<file path="src/rtl/i2c_bus_conditioner.sv">
// i2c_bus_conditioner
// Per-channel I2C line conditioning: synchronise raw SCL/SDA, digitally
// debounce them, then decode START / STOP / data-bit events and track
// whether the bus is busy.
// Optional feature: define I2C_BUS_CONDITIONER_ARB_LOST_EN to enable the
// sticky arbitration-loss detector. When undefined, arb_lost is tied to 0.
module i2c_bus_conditioner #(
  parameter int NUM_CH      = 1,
  parameter int SYNC_STAGES = 2,
  parameter int FILT_CYC    = 3
) (
  input  logic              clk,
  input  logic              resetn,
  input  logic [NUM_CH-1:0] scl_in,
  input  logic [NUM_CH-1:0] sda_in,
  input  logic [NUM_CH-1:0] sda_out,
  output logic [NUM_CH-1:0] scl_filt,
  output logic [NUM_CH-1:0] sda_filt,
  output logic [NUM_CH-1:0] start_det,
  output logic [NUM_CH-1:0] stop_det,
  output logic [NUM_CH-1:0] bit_valid,
  output logic [NUM_CH-1:0] bit_val,
  output logic [NUM_CH-1:0] bus_busy,
  output logic [NUM_CH-1:0] arb_lost
);

  localparam int NUM_LINES = 2 * NUM_CH;
  localparam int CNT_W     = $clog2(FILT_CYC + 1);
  // The filter toggles on the cycle the count would reach FILT_CYC, so the
  // stored count never needs to hold FILT_CYC itself.
  localparam logic [CNT_W-1:0] CNT_LAST = CNT_W'(FILT_CYC - 1);

  localparam logic [0:0] ST_IDLE = 1'b0;
  localparam logic [0:0] ST_BUSY = 1'b1;

  // Lines [NUM_CH-1:0] are SCL, lines [2*NUM_CH-1:NUM_CH] are SDA.
  logic [NUM_LINES-1:0] raw_lines;
  logic [NUM_LINES-1:0] filt_lines;

  assign raw_lines = {sda_in, scl_in};
  assign scl_filt  = filt_lines[NUM_CH-1:0];
  assign sda_filt  = filt_lines[NUM_LINES-1:NUM_CH];

  for (genvar gi = 0; gi < NUM_LINES; gi++) begin : g_line
    logic [SYNC_STAGES-1:0] sync_reg;
    logic [CNT_W-1:0]       cnt_reg;
    logic                   filt_reg;
    logic                   differ;

    assign differ = sync_reg[SYNC_STAGES-1] ^ filt_reg;

    // Metastability synchroniser; resets to the idle-high bus level.
    always_ff @(posedge clk or negedge resetn) begin
      if (!resetn) begin
        sync_reg <= '1;
      end else begin
        sync_reg <= {sync_reg[SYNC_STAGES-2:0], raw_lines[gi]};
      end
    end

    // Debounce: accept a change only after it persists FILT_CYC cycles.
    always_ff @(posedge clk or negedge resetn) begin
      if (!resetn) begin
        cnt_reg  <= '0;
        filt_reg <= 1'b1;
      end else if (!differ) begin
        cnt_reg <= '0;
      end else if (cnt_reg == CNT_LAST) begin
        cnt_reg  <= '0;
        filt_reg <= ~filt_reg;
      end else begin
        cnt_reg <= cnt_reg + 1'b1;
      end
    end

    assign filt_lines[gi] = filt_reg;
  end

  for (genvar gi = 0; gi < NUM_CH; gi++) begin : g_ch
    logic       scl_prev_reg;
    logic       sda_prev_reg;
    logic       start_reg;
    logic       stop_reg;
    logic       bv_reg;
    logic       bval_reg;
    logic [0:0] state_reg;
    logic [0:0] state_next;
    logic       start_cond;
    logic       stop_cond;
    logic       rise_cond;

    // SCL must be high on both sides of the SDA edge, which also rules out
    // a simultaneous SCL/SDA change being taken as START or STOP.
    assign start_cond = scl_prev_reg & scl_filt[gi] &  sda_prev_reg & ~sda_filt[gi];
    assign stop_cond  = scl_prev_reg & scl_filt[gi] & ~sda_prev_reg &  sda_filt[gi];
    assign rise_cond  = ~scl_prev_reg & scl_filt[gi];

    // Bus-state transition: START (incl. repeated) -> BUSY, STOP -> IDLE.
    always_comb begin
      state_next = state_reg;
      if (start_cond) begin
        state_next = ST_BUSY;
      end else if (stop_cond) begin
        state_next = ST_IDLE;
      end
    end

    // Edge history, registered event pulses and bus state.
    always_ff @(posedge clk or negedge resetn) begin
      if (!resetn) begin
        scl_prev_reg <= 1'b1;
        sda_prev_reg <= 1'b1;
        start_reg    <= 1'b0;
        stop_reg     <= 1'b0;
        bv_reg       <= 1'b0;
        bval_reg     <= 1'b0;
        state_reg    <= ST_IDLE;
      end else begin
        scl_prev_reg <= scl_filt[gi];
        sda_prev_reg <= sda_filt[gi];
        start_reg    <= start_cond;
        stop_reg     <= stop_cond;
        bv_reg       <= rise_cond;
        bval_reg     <= rise_cond & sda_filt[gi];
        state_reg    <= state_next;
      end
    end

    assign start_det[gi] = start_reg;
    assign stop_det[gi]  = stop_reg;
    assign bit_valid[gi] = bv_reg;
    assign bit_val[gi]   = bval_reg;
    assign bus_busy[gi]  = (state_reg == ST_BUSY);

`ifdef I2C_BUS_CONDITIONER_ARB_LOST_EN
    logic arb_reg;
    logic arb_set;

    // We released SDA but the bus reads low on a sampled bit: another
    // master won the bus.
    assign arb_set = bv_reg & (state_reg == ST_BUSY) & sda_out[gi] & ~sda_filt[gi];

    // Sticky loss flag; a new loss outranks a coincident STOP.
    always_ff @(posedge clk or negedge resetn) begin
      if (!resetn) begin
        arb_reg <= 1'b0;
      end else if (arb_set) begin
        arb_reg <= 1'b1;
      end else if (stop_reg) begin
        arb_reg <= 1'b0;
      end
    end

    assign arb_lost[gi] = arb_reg;
`else
    assign arb_lost[gi] = 1'b0;
`endif
  end

`ifndef I2C_BUS_CONDITIONER_ARB_LOST_EN
  // sda_out only feeds the arbitration detector.
  logic unused_sda_out;
  assign unused_sda_out = ^sda_out;
`endif

endmodule
</file>
<file path="config.mk">
export PLATFORM = sky130hd
export DESIGN_NAME = i2c_bus_conditioner
export DESIGN_NICKNAME = d
export VERILOG_FILES = /design/src/rtl/i2c_bus_conditioner.sv
export SDC_FILE = /design/constraint.sdc
export NUM_CORES = 1
export LEC_CHECK = 0
export ABC_AREA = 1
export BUFFER_PORTS_ARGS = -buffer_cell sky130_fd_sc_hd__buf_2
export CAP_MARGIN = 20
export CORE_MARGIN = 2
export CORE_UTILIZATION = 45
export CTS_BUF_LIST = sky130_fd_sc_hd__clkbuf_4 sky130_fd_sc_hd__clkbuf_8 sky130_fd_sc_hd__clkbuf_16
export DETAILED_ROUTE_END_ITERATION = 10
export GPL_ROUTABILITY_DRIVEN = 0
export PLACE_DENSITY = 0.69
export SLEW_MARGIN = 20
export SYNTH_ARGS = -nofsm -noshare
export SYNTH_HDL_FRONTEND = slang
export SYNTH_SLANG_ARGS = --single-unit
</file>
<file path="constraint.sdc">
create_clock -name clk -period 3.05 [get_ports clk]
set_clock_uncertainty 0.2 [all_clocks]
set_input_delay 0.305 -clock clk [delete_from_list [all_inputs] [get_ports clk]]
set_output_delay 0.305 -clock clk [all_outputs]
set_load 0.05 [all_outputs]
</file>
==> results.toml <==
[outcome]
status = "finished, final reports clean"

[global_routing]
grt.overflow.total = 0
grt_pass1_vias = 311
grt_first_pass_wirelength_um = 1170
track_usage = 0.116
antenna_found_initial = 0
grt_max_degree = 18

[min_path]
hold_class = "flop to flop"
min_from = "g_line[0].sync_reg[0]$_DFF_PN1_"

[detailed_routing]
first_pass_iters = 2
routed_wl_um = 720
wl_per_cell_um = 8.47
met3WireLength_um = 46
drtIter0Drc = 3
drc_errors = 0
met1_length_um = 342
ant_nets = 0
dr_total_vias = 356
wl_met2_um = 307
routed.top_layer = "met4"
vias_per_cell = 4.19

[placed_design]
dp_hpwl_um = 502
port_buffers = 10
placed_area_um2 = 657

[final_layout]
area_delta_synth_final_pct = 20.4
n_antenna_cell = 0
drive_gt1_frac = 0.343
layout_commonest_cell = "nand2_1"
final_core_util = 0.565
fin_nets = 76
most-common-layout-cells = "12 x nand2_1, 10 x inv_1, 10 x buf_2, 9 x dfrtp_1, 8 x dfstp_2"
finish.instance_area_um2 = 717

[clock_tree]
h-tree-depth = 1
cts_root_buf = "clkbuf_4"
post_cts_resize_count = 0
clock_path_buffers = 2
cts.clk_slew.worst_paths_ns = 0.09
cts_sinks = 17
insertion_delay_ns = 0.28
cts_tree = "yes"
cts_buffers = 3

[worst_setup_path]
path_max_fanout = 5
startpoint = "scl_filt$_DFFE_PN1P_"
crit_slowest_cell = "dfstp_2"
worst-path-buf-inv = 1
start_kind = "flop"
path_cells = "buf_2"
cp_top_family = "flip-flops"
cpPeakStageDelay_ns = 0.58
required_ns = 2.54
path_class = "flop to output port"
cp.arrival_ns = 1.13
r2r-start = "sda_filt$_DFFE_PN1P_"
worstSetupEndpointType = "output port"

[yosys]
syn_inst = 54
ys_warn_count = 0
ys_types = 13
synth_area_per_cell_um2 = 11.0
ys_ff_latch = 17
yosysSeqAreaShare = 0.731
synth.cell_area_um2 = 596
syn-num-nets = 59

[floorplanning]
core_area_um2 = 1270
io_pins = 13
fp.dieW_um = 40.4
rows = 13
start_util = 0.469
die_area_um2 = 1630
dieHeight_um = 40.4

[sta]
period_minus_slack_ns = 1.63
finalSetupViolCount = 0
max_freq_mhz = 612
finalCritPeriodShare = 0.535
rsz0062_at_grt = "false"
hold_viol_final = 0
hold_ws_ns = 0.160
setup_tns_ns = 0
slew_viol_final = 0

[pwr]
irDropWorstVdd_mv = 0.444
p_leak_uw = 0.000388
powerDensity_nw_per_um2 = 1140

[run]
cap_violations = 0
Yosys cell counts:
master   count  area share
dfstp_2      8        0.35
xnor2_1      2       0.029
nor2_2       1       0.011
o21ai_0      2       0.017
inv_2        1      0.0063
conb_1       1      0.0063
nor2_1       5       0.032
dfrtp_1      9        0.38
nand2_1     12       0.076
nor3_1       1      0.0084
inv_1       10       0.063
buf_4        1       0.013
nand3_1      1      0.0084
metal layers:
metal	track usage	vias to the layer above
met5	0	-
met4	0.125	0
met3	0.0333	4
met2	0.167	12
met1	0.130	155
li1	-	185
path summary, 6_finish.rpt:
check                                             endpoint  slack (ns)  depth (start not counted)
setup / recovery                                  scl_filt        1.42                          1
hold / removal             g_line[0].sync_reg[1]$_DFF_PN1_        0.16                          0
setup reg to reg                      bus_busy$_DFFE_PN0P_        1.88                          5
hold reg to reg            g_line[0].sync_reg[1]$_DFF_PN1_        0.16                          0
max in group asynchronous  g_line[0].sync_reg[1]$_DFF_PN1_        2.10                          2
min in group asynchronous               stop_det$_DFF_PN0_        0.25                          2
report_power, final:
group          total [uW]  switching [uW]  internal (uW)
Clock                 124            64.0           59.7
Sequential            369            44.3            325
Combinational         326             242           83.9
Total                 819             350            469
logic make-up after synthesis:
family	after synthesis	synth area share
other cells	1	0.00630
compound gates	2	0.0168
flops	17	0.731
buf+inv	12	0.0819
simple gates	20	0.134
xor+xnor	2	0.0294
stage by stage:
step / power [uW] / instances / worst slack (ns)
floorplan: 634 / 54 / 1.71
global placement: 694 / 78 / 1.73
detailed placement: 701 / 78 / 1.72
CTS: 829 / 85 / 1.40
global route: 881 / 85 / 1.38
finish: 819 / 85 / 1.42
area by class of cell:
cell class	instances	area, um2
fillers	107	552
flip-flops and latches	17	435
multi-input cells	25	111
repair buffers	13	80.1
inverters	11	41.3
clock buffers	4	30.0
well taps	15	18.8
what timing repair did:
| action | CTS | global route |
|---|---|---|
| hold buffers | 3 | 0 |
| buffers inserted | 0 | 0 |
| endpoints found under the hold margin | 11 | 0 |
Note: power is estimated with default switching activity, not from simulation.
